--- config.mk ---
export PLATFORM = sky130hd
export DESIGN_NAME = d_pipe
export DESIGN_NICKNAME = d
export VERILOG_FILES = /design/src/rtl/d_pipe_pkg.sv /design/src/rtl/d_pipe_stage.sv /design/src/rtl/d_pipe.sv
export SDC_FILE = /design/constraint.sdc
export NUM_CORES = 1
export LEC_CHECK = 0
export BUFFER_PORTS_ARGS = -buffer_cell sky130_fd_sc_hd__buf_2
export CAP_MARGIN = 20
export CORE_ASPECT_RATIO = 0.9
export CORE_MARGIN = 2
export CORE_UTILIZATION = 60
export CTS_CLUSTER_SIZE = 28
export DETAILED_ROUTE_END_ITERATION = 6
export PLACE_DENSITY_LB_ADDON = 0.05
export SLEW_MARGIN = 10
export SYNTH_ARGS = -nofsm -noshare
export SYNTH_HDL_FRONTEND = slang
export SYNTH_HIERARCHICAL = 1
export SYNTH_SLANG_ARGS = --single-unit
--- constraint.sdc ---
create_clock -name clk -period 3.26 [get_ports clk]
set_clock_uncertainty 0.1 [all_clocks]
set_input_delay 0.489 -clock clk [delete_from_list [all_inputs] [get_ports clk]]
set_output_delay 0.489 -clock clk [all_outputs]
set_load 0.005 [all_outputs]
--- src/rtl/d_pipe_pkg.sv ---
// Shared definitions for the d_pipe register pipeline: occupancy counter
// width helper and the reset value of the stage data registers.
package d_pipe_pkg;

  // Every data bit takes this value on reset.
  localparam bit RST_DATA_BIT = 1'b0;

  // ceil(log2(n)), never less than 1 so a counter port always has a bit.
  function automatic int unsigned clog2_depth(input int unsigned n);
    int unsigned r;
    r = 0;
    for (int unsigned i = 0; i < 32; i++) begin
      if ((64'd1 << i) < 64'(n)) r = i + 1;
    end
    if (r == 0) r = 1;
    return r;
  endfunction

endpackage

--- src/rtl/d_pipe_stage.sv ---
// One pipeline stage: WIDTH-bit data register, valid bit and the local
// ready term (a stage can take a word when empty or when it is draining).
module d_pipe_stage
  import d_pipe_pkg::*;
#(
  parameter int unsigned WIDTH = 8
) (
  input  logic             clk,
  input  logic             rst,
  input  logic             flush,
  input  logic             up_valid,
  input  logic [WIDTH-1:0] up_data,
  input  logic             dn_ready,
  output logic             valid,
  output logic [WIDTH-1:0] data,
  output logic             ready
);

  assign ready = !valid || dn_ready;

  // Data only moves with a valid word, so an emptied stage keeps its last value.
  always_ff @(posedge clk) begin
    if (rst) begin
      valid <= 1'b0;
      data  <= {WIDTH{RST_DATA_BIT}};
    end else if (flush) begin
      valid <= 1'b0;
    end else if (ready) begin
      valid <= up_valid;
      if (up_valid) data <= up_data;
    end
  end

endmodule

--- src/rtl/d_pipe.sv ---
// DEPTH-stage valid/ready register pipeline with synchronous flush.
// Optional occupancy counter port enabled by defining D_PIPE_OCC_EN.
module d_pipe
  import d_pipe_pkg::*;
#(
  parameter int unsigned WIDTH = 8,
  parameter int unsigned DEPTH = 4
) (
  input  logic             clk,
  input  logic             rst,
  input  logic             flush,
  input  logic             in_valid,
  output logic             in_ready,
  input  logic [WIDTH-1:0] in_data,
  output logic             out_valid,
  input  logic             out_ready,
  output logic [WIDTH-1:0] out_data
`ifdef D_PIPE_OCC_EN
 ,output logic [clog2_depth(DEPTH+1)-1:0] occupancy
`endif
);

  // Index 0 is the producer side, index DEPTH the consumer side.
  logic             vld [DEPTH+1];
  logic             rdy [DEPTH+1];
  logic [WIDTH-1:0] dat [DEPTH+1];

  assign vld[0]     = in_valid;
  assign dat[0]     = in_data;
  assign rdy[DEPTH] = out_ready;

  for (genvar i = 0; i < DEPTH; i++) begin : g_stage
    d_pipe_stage #(
      .WIDTH (WIDTH)
    ) u_stage (
      .clk      (clk),
      .rst      (rst),
      .flush    (flush),
      .up_valid (vld[i]),
      .up_data  (dat[i]),
      .dn_ready (rdy[i+1]),
      .valid    (vld[i+1]),
      .data     (dat[i+1]),
      .ready    (rdy[i])
    );
  end

  assign in_ready  = rdy[0] && !flush;
  assign out_valid = vld[DEPTH];
  assign out_data  = dat[DEPTH];

`ifdef D_PIPE_OCC_EN
  localparam int unsigned OCC_W = clog2_depth(DEPTH + 1);

  logic             push;
  logic             pop;
  logic [OCC_W-1:0] occ_q;

  assign push = in_valid && in_ready;
  assign pop  = out_valid && out_ready;

  always_ff @(posedge clk) begin
    if (rst || flush) begin
      occ_q <= '0;
    end else begin
      unique case ({push, pop})
        2'b10:   occ_q <= occ_q + OCC_W'(1);
        2'b01:   occ_q <= occ_q - OCC_W'(1);
        default: occ_q <= occ_q;
      endcase
    end
  end

  assign occupancy = occ_q;
`endif

endmodule
==> flow_results.xml, run 1 <==
<?xml version="1.0" encoding="UTF-8"?>
<metrics>
  <group name="finish">
    <metric name="mostFrequentLayoutCells" unit="">nand2b_1, dfxtp_1, mux2i_1, buf_2</metric>
    <metric name="post-route-cell-area" unit="mm2">0.00182</metric>
    <metric name="final_common_cell" unit="">nand2b_1</metric>
    <metric name="antenna_cells_inserted" unit="">0</metric>
    <metric name="drive_gt1_share" unit="%">20.2</metric>
    <metric name="flow.area_growth_from_synthesis" unit="%">8.76</metric>
    <metric name="final_nets" unit="">195</metric>
    <metric name="stdcell_count" unit="">213</metric>
  </group>
  <group name="global_route">
    <metric name="grt_pass1_wl" unit="mm">3.58</metric>
    <metric name="first_global_vias" unit="">844</metric>
    <metric name="grt_start_max_net_pins" unit="">69</metric>
    <metric name="grt_antenna_before_repair" unit="">0</metric>
    <metric name="total_gr_overflow" unit="">0</metric>
    <metric name="global_route.usage.total" unit="%">15.4</metric>
  </group>
  <group name="cts">
    <metric name="cts_sinks" unit="">36</metric>
    <metric name="cts.path.max_buffers" unit="">2</metric>
    <metric name="cts.root.buffer_cell" unit="">clkbuf_4</metric>
    <metric name="clk_latency" unit="ns">0.33</metric>
    <metric name="tritoncts" unit="">yes</metric>
    <metric name="h_tree_lvls" unit="">2</metric>
    <metric name="post_cts_resize_count" unit="">0</metric>
    <metric name="cts.hold.buffers_added" unit="">0</metric>
    <metric name="tritoncts_buffer_count" unit="">5</metric>
    <metric name="cts_setup_buffers" unit="">0</metric>
    <metric name="clk_pin_slew" unit="ns">0.10</metric>
  </group>
  <group name="synthesis">
    <metric name="dominant_combinational_cell_family_by_area_after_synthesis" unit="">simple AND/OR/NAND/NOR gates</metric>
    <metric name="netlist_instances" unit="">161</metric>
    <metric name="synth_warnings" unit="">6</metric>
    <metric name="synth_area" unit="mm2">0.00167</metric>
    <metric name="share_of_the_synthesized_netlist_area_taken_by_xor_and_xnor_gates" unit="%">0</metric>
    <metric name="post_synth.cell_area_avg" unit="um2">10.4</metric>
    <metric name="synth.net_count" unit="">174</metric>
    <metric name="part_of_the_yosys_area_used_for_sequential_elements" unit="%">43.1</metric>
    <metric name="post_synth_num_cell_types" unit="">10</metric>
    <metric name="ys_ff_latch" unit="">36</metric>
    <metric name="synth_compound_area_share" unit="%">0</metric>
    <metric name="synth-adder-area-share" unit="%">0</metric>
    <metric name="yosys-mux-area-fraction" unit="%">19.2</metric>
    <metric name="area_fraction_in_and_or_nand_and_nor_cells_after_synthesis" unit="%">33.2</metric>
  </group>
  <group name="worst_setup_path">
    <metric name="critPathKind" unit="">reg -&gt; out</metric>
    <metric name="rr_startpoint" unit="">g_stage[3].u_stage/valid</metric>
    <metric name="crit_path_start_kind" unit="">flop</metric>
    <metric name="worstSetupEndpointType" unit="">primary output</metric>
    <metric name="critical_path.startpoint" unit="">g_stage[3].u_stage/valid</metric>
    <metric name="crit_required" unit="ns">2.67</metric>
    <metric name="crit_fanout" unit="">3</metric>
    <metric name="worstPathArrival" unit="ns">1.75</metric>
  </group>
  <group name="min_path">
    <metric name="worstHoldPathType" unit="">in -&gt; reg</metric>
    <metric name="hold_path.startpoint" unit="">in_data[4]</metric>
  </group>
  <group name="placement">
    <metric name="dp_cells" unit="">205</metric>
    <metric name="globalplace.congestion" unit="">0.622</metric>
    <metric name="placement.io_buffers" unit="">22</metric>
    <metric name="placement.setup.worst_slack" unit="ns">1.01</metric>
    <metric name="detailedPlacementHpwl" unit="mm">1.54</metric>
    <metric name="total_cell_area_at_the_placement_stage" unit="mm2">0.00176</metric>
  </group>
  <group name="detailed_routing">
    <metric name="total_length_of_routed_wires" unit="mm">2.26</metric>
    <metric name="drt-pass1-iter-count" unit="">4</metric>
    <metric name="drc_errors" unit="">0</metric>
    <metric name="detail_route.iter0.violations" unit="">38</metric>
    <metric name="wl_per_cell" unit="um">10.6</metric>
    <metric name="viasPerCell" unit="">4.64</metric>
    <metric name="count_of_nets_left_with_antenna_violations_after_detail_routing" unit="">0</metric>
    <metric name="route.vias.total" unit="">989</metric>
  </group>
  <group name="sta">
    <metric name="max_slew_margin" unit="%">48.4</metric>
    <metric name="final.setup.tns" unit="ns">0</metric>
    <metric name="final-hold-violation-count" unit="">0</metric>
    <metric name="timing.fmax" unit="GHz">0.427</metric>
    <metric name="hold_slack" unit="ns">0.311</metric>
    <metric name="final-setup-viol-count" unit="">0</metric>
    <metric name="max_slew.worst_pin.slew" unit="ns">0.771</metric>
    <metric name="final_period_minus_worst_setup_slack" unit="ns">2.34</metric>
    <metric name="rsz0062_at_grt" unit="">no</metric>
    <metric name="report.final.slew_viol_count" unit="">0</metric>
    <metric name="layout_worst_path_cycle_share" unit="%">71.8</metric>
    <metric name="layout_setup_ws" unit="ns">0.918</metric>
  </group>
  <group name="die">
    <metric name="area_enclosed_by_the_die_boundary" unit="mm2">0.00322</metric>
    <metric name="starting_utilization_of_the_core_area" unit="%">61.8</metric>
    <metric name="placeableCoreArea" unit="mm2">0.00270</metric>
    <metric name="die_w" unit="um">59.6</metric>
    <metric name="ioPinCount" unit="">23</metric>
    <metric name="die_height" unit="um">54.1</metric>
    <metric name="rows" unit="">18</metric>
  </group>
  <group name="pwr">
    <metric name="ir_drop" unit="V">0.000257</metric>
    <metric name="power_leakage" unit="uW">0.000631</metric>
    <metric name="cellPowerDensity" unit="mW/mm2">405</metric>
  </group>
  <group name="run">
    <metric name="maxCapViolCount" unit="">0</metric>
  </group>
  <group name="status">
    <metric name="status" unit="">finished, final reports clean</metric>
  </group>
</metrics>
[metrics by stage]
stage	power (uW)	utilization [%]
after CTS	746	67.2
after global placement	507	65.0
after floorplan	494	-
after global routing	775	67.2
final	736	67.2
after detailed placement	509	65.0
[per-layer routing]
| layer | up-vias | GRT usage [%] | share of wire (%) |
|---|---|---|---|
| met4 | 0 | 5.56 | 0.89 |
| met2 | 24 | 23.8 | 43 |
| met5 | - | 0 | 0 |
| met3 | 2 | 8.17 | 5.1 |
| li1 | 556 | - | - |
| met1 | 407 | 18.3 | 51 |
[registers in the layout (all words and copies together), names as in the netlist]
name,cells
g_stage.u_stage/valid,4
g_stage.u_stage/data,32
[cell families after synthesis]
logic type,count (synthesis)
buffers and inverters,12
and+or+nand+nor,81
muxes,32
DFF,36
[critical path: stages (launching register included)]
cell and delay [ns]:
dfxtp_1 0.34, nor2b_4 0.16, inv_1 0.08, nor2b_4 0.14, inv_1 0.08, nor2b_4 0.13
inv_1 0.07, nor2b_4 0.13, inv_1 0.05, nor2b_4 0.12, buf_2 0.13
[cells in the mapped netlist]
| cell | n | area share (%) |
|---|---|---|
| nand2b_1 | 64 | 24 |
| dfxtp_1 | 36 | 43 |
| mux2i_1 | 32 | 19 |
| nor2b_4 | 5 | 4.1 |
| buf_6 | 4 | 2.7 |
| clkbuf_1 | 4 | 0.90 |
| inv_1 | 4 | 0.90 |
| nor2_1 | 4 | 0.90 |
| nor3_1 | 4 | 1.2 |
| nor3b_2 | 4 | 3.0 |
[power breakdown]
group,internal (uW),switching (uW)
sequential,446,3.21
combinational,27.6,21.5
clock,106,131
[path summary, 6_finish.rpt]
kind / to / slack [ns] / cells past startpoint
max: in_ready / 0.92 / 10
max reg2reg: g_stage[0].u_stage/data[7] / 1.36 / 9
min: g_stage[0].u_stage/data[4] / 0.31 / 3
min reg2reg: g_stage[2].u_stage/data[3] / 0.37 / 2
[layout make-up]
| cell class | count | area, um2 |
|---|---|---|
| clock buffers | 8 | 58.8 |
| fillers | 239 | 886 |
| inverters | 4 | 15.0 |
| multi-input cells | 113 | 875 |
| flip-flops and latches | 36 | 721 |
| well taps | 30 | 37.5 |
| repair buffers | 22 | 110 |
Note: power is estimated with default switching activity, not from simulation.
==> run 2, diff against run 1 <==
Settings changed: CORE_UTILIZATION 60 to 56.
Clock period 3.26 ns to 2.35 ns, I/O delays scaled along.
==> run 2 against run 1 <==
Highest routed layer is now met3. Critical path depth unchanged. Die area increased by 6.6%. Via count increased by 10%.
==> flow_results.xml, run 2 (synthesized netlist as in run 1, its figures left out) <==
<?xml version="1.0" encoding="UTF-8"?>
<metrics>
  <group name="status">
    <metric name="status" unit="">finished, final reports clean</metric>
  </group>
  <group name="die">
    <metric name="starting_utilization_of_the_core_area" unit="%">59.8</metric>
    <metric name="die_height" unit="um">55.8</metric>
    <metric name="placeableCoreArea" unit="mm2">0.00279</metric>
    <metric name="die_w" unit="um">61.6</metric>
    <metric name="area_enclosed_by_the_die_boundary" unit="mm2">0.00344</metric>
    <metric name="rows" unit="">18</metric>
    <metric name="ioPinCount" unit="">23</metric>
  </group>
  <group name="worst_setup_path">
    <metric name="worst-r2r-setup-slack" unit="ns">0.42</metric>
    <metric name="crit_path_start_kind" unit="">flop</metric>
    <metric name="crit_path_top_delay_cell" unit="">dfxtp_2</metric>
    <metric name="maximum_cell_stage_delay_along_the_critical_path" unit="ns">0.33</metric>
    <metric name="worstPathArrival" unit="ns">1.72</metric>
    <metric name="critPathKind" unit="">reg -&gt; out</metric>
    <metric name="worstSetupEndpointType" unit="">primary output</metric>
    <metric name="cell_mode_on_critical_path" unit="">nor2b_4</metric>
    <metric name="crit_fanout" unit="">3</metric>
    <metric name="cp_cell_sequence" unit="">nor2b_4 -&gt; inv_1 -&gt; nor2b_4 -&gt; inv_1 -&gt; nor2b_4 -&gt; inv_1 -&gt; nor2b_4 -&gt; inv_1 -&gt; nor2b_4 -&gt; buf_2</metric>
    <metric name="crit_required" unit="ns">1.90</metric>
  </group>
  <group name="pwr">
    <metric name="cellPowerDensity" unit="mW/mm2">557</metric>
    <metric name="ir_drop" unit="V">0.000391</metric>
    <metric name="power_switching_share" unit="%">21.7</metric>
    <metric name="pwr-share-clk" unit="%">32.6</metric>
    <metric name="power_leakage" unit="uW">0.000643</metric>
    <metric name="p_int" unit="uW">805</metric>
    <metric name="share_seq_of_total_power" unit="%">60.7</metric>
    <metric name="netSwitchingPower" unit="uW">223</metric>
    <metric name="share_comb_of_total_power" unit="%">6.7</metric>
  </group>
  <group name="finish">
    <metric name="drive_gt1_share" unit="%">21.6</metric>
    <metric name="flow.area_growth_from_synthesis" unit="%">10.5</metric>
    <metric name="final_nets" unit="">197</metric>
    <metric name="largest_register" unit="">g_stage.u_stage/data</metric>
    <metric name="largest_registers" unit="">g_stage.u_stage/data (32), g_stage.u_stage/valid (4)</metric>
    <metric name="largest_reg_flops" unit="">32</metric>
    <metric name="final_common_cell" unit="">nand2b_1</metric>
    <metric name="antenna_cells_inserted" unit="">0</metric>
    <metric name="mostFrequentLayoutCells" unit="">nand2b_1, dfxtp_1, mux2i_1, buf_2</metric>
    <metric name="register_area" unit="um2">722</metric>
    <metric name="stdcell_count" unit="">225</metric>
    <metric name="final.fill_count" unit="">265</metric>
    <metric name="area_taken_by_multi_input_logic_gates" unit="um2">875</metric>
  </group>
  <group name="placement">
    <metric name="placement.io_buffers" unit="">22</metric>
    <metric name="dp_cells" unit="">217</metric>
    <metric name="placement.setup.worst_slack" unit="ns">0.337</metric>
    <metric name="globalplace.congestion" unit="">0.671</metric>
    <metric name="detailedPlacementHpwl" unit="mm">1.65</metric>
  </group>
  <group name="cts">
    <metric name="clk_latency" unit="ns">0.33</metric>
    <metric name="cts_sinks" unit="">36</metric>
    <metric name="tritoncts_buffer_count" unit="">5</metric>
    <metric name="cts.root.buffer_cell" unit="">clkbuf_4</metric>
    <metric name="clk_pin_slew" unit="ns">0.10</metric>
    <metric name="tritoncts" unit="">yes</metric>
    <metric name="h_tree_lvls" unit="">2</metric>
    <metric name="cts.path.max_buffers" unit="">2</metric>
  </group>
  <group name="sta">
    <metric name="final.setup.tns" unit="ns">0</metric>
    <metric name="max_slew.worst_pin.slew" unit="ns">0.798</metric>
    <metric name="final-setup-viol-count" unit="">0</metric>
    <metric name="timing.fmax" unit="GHz">0.460</metric>
    <metric name="final-hold-violation-count" unit="">0</metric>
    <metric name="layout_worst_path_cycle_share" unit="%">92.5</metric>
    <metric name="rsz0062_at_grt" unit="">no</metric>
    <metric name="layout_setup_ws" unit="ns">0.177</metric>
    <metric name="report.final.slew_viol_count" unit="">0</metric>
    <metric name="final_period_minus_worst_setup_slack" unit="ns">2.17</metric>
    <metric name="max_slew_margin" unit="%">46.5</metric>
  </group>
  <group name="global_route">
    <metric name="grt_pass1_wl" unit="mm">4.12</metric>
    <metric name="grt_antenna_before_repair" unit="">0</metric>
    <metric name="first_global_vias" unit="">1001</metric>
    <metric name="global_route.usage.total" unit="%">16.3</metric>
    <metric name="grt_start_max_net_pins" unit="">69</metric>
    <metric name="total_gr_overflow" unit="">0</metric>
  </group>
  <group name="run">
    <metric name="maxCapViolCount" unit="">0</metric>
  </group>
  <group name="min_path">
    <metric name="worstHoldPathType" unit="">in -&gt; reg</metric>
  </group>
  <group name="detailed_routing">
    <metric name="count_of_nets_left_with_antenna_violations_after_detail_routing" unit="">0</metric>
    <metric name="drt-pass1-iter-count" unit="">4</metric>
    <metric name="viasPerCell" unit="">4.85</metric>
    <metric name="route.vias.total" unit="">1092</metric>
    <metric name="detail_route.iter0.violations" unit="">44</metric>
    <metric name="total_length_of_routed_wires" unit="mm">2.41</metric>
    <metric name="wl_per_cell" unit="um">10.7</metric>
    <metric name="drc_errors" unit="">0</metric>
  </group>
</metrics>
## run 2: layer usage
layer  track usage [%]  vias to the layer above  routed length, um
met5                 0                        -                  0
met4              5.47                        0                  0
met3              9.07                        0                100
met2              26.8                       15               1170
met1              17.1                      513               1150
li1                  -                      564                  -
## run 2: repair_timing
item                                   in CTS  in global routing
buffers inserted                            0                  0
endpoints found under the hold margin       0                  0
resized for setup                           0                  1
setup endpoints to repair                   0                  1
hold buffers                                0                  0
## run 2: metrics by stage
stage | utilization, % | hold slack [ns] | total power [uW] | cell area (um2)
floorplan | - | 0.332 | 685 | 1670
global placement | 63.9 | 0.357 | 704 | 1790
detailed placement | 63.9 | 0.361 | 707 | 1790
CTS | 66.0 | 0.158 | 1040 | 1840
global route | 66.1 | 0.138 | 1090 | 1850
finish | 66.1 | 0.170 | 1030 | 1850
## run 2: path summary, 6_finish.rpt
| kind | startpoint | to | cells after the start |
|---|---|---|---|
| worst max-delay path | g_stage[3].u_stage/valid | in_ready | 10 |
| worst max register to register | g_stage[3].u_stage/valid | g_stage[0].u_stage/data[7] | 9 |
| worst min-delay path | in_data[5] | g_stage[0].u_stage/data[5] | 3 |
| worst min register to register | g_stage[3].u_stage/data[0] | g_stage[3].u_stage/data[0] | 2 |
## run 2: final cells by class
class | count | share of cell area [%]
sequential | 36 | 39.1
clock buffer | 8 | 3.19
inverter | 4 | 0.814
multi-input combinational | 113 | 47.4
tap | 40 | 2.71
timing repair buffer | 24 | 6.78
## run 2: critical path: cells and delay by family (launching register included)
family,cells,cell delay (ns)
flops,1,0.33
buf+inv,5,0.39
simple gates,5,0.66
## run 2: power by group through the flow
stage	registers (uW)	clock network, uW	logic [uW]
6_report	624	335	68.5
2_1_floorplan	636	0	49.1
4_1_cts	624	352	68.9
5_1_grt	626	387	74.8
3_5_place_dp	638	0	68.8
3_3_place_gp	638	0	66.4
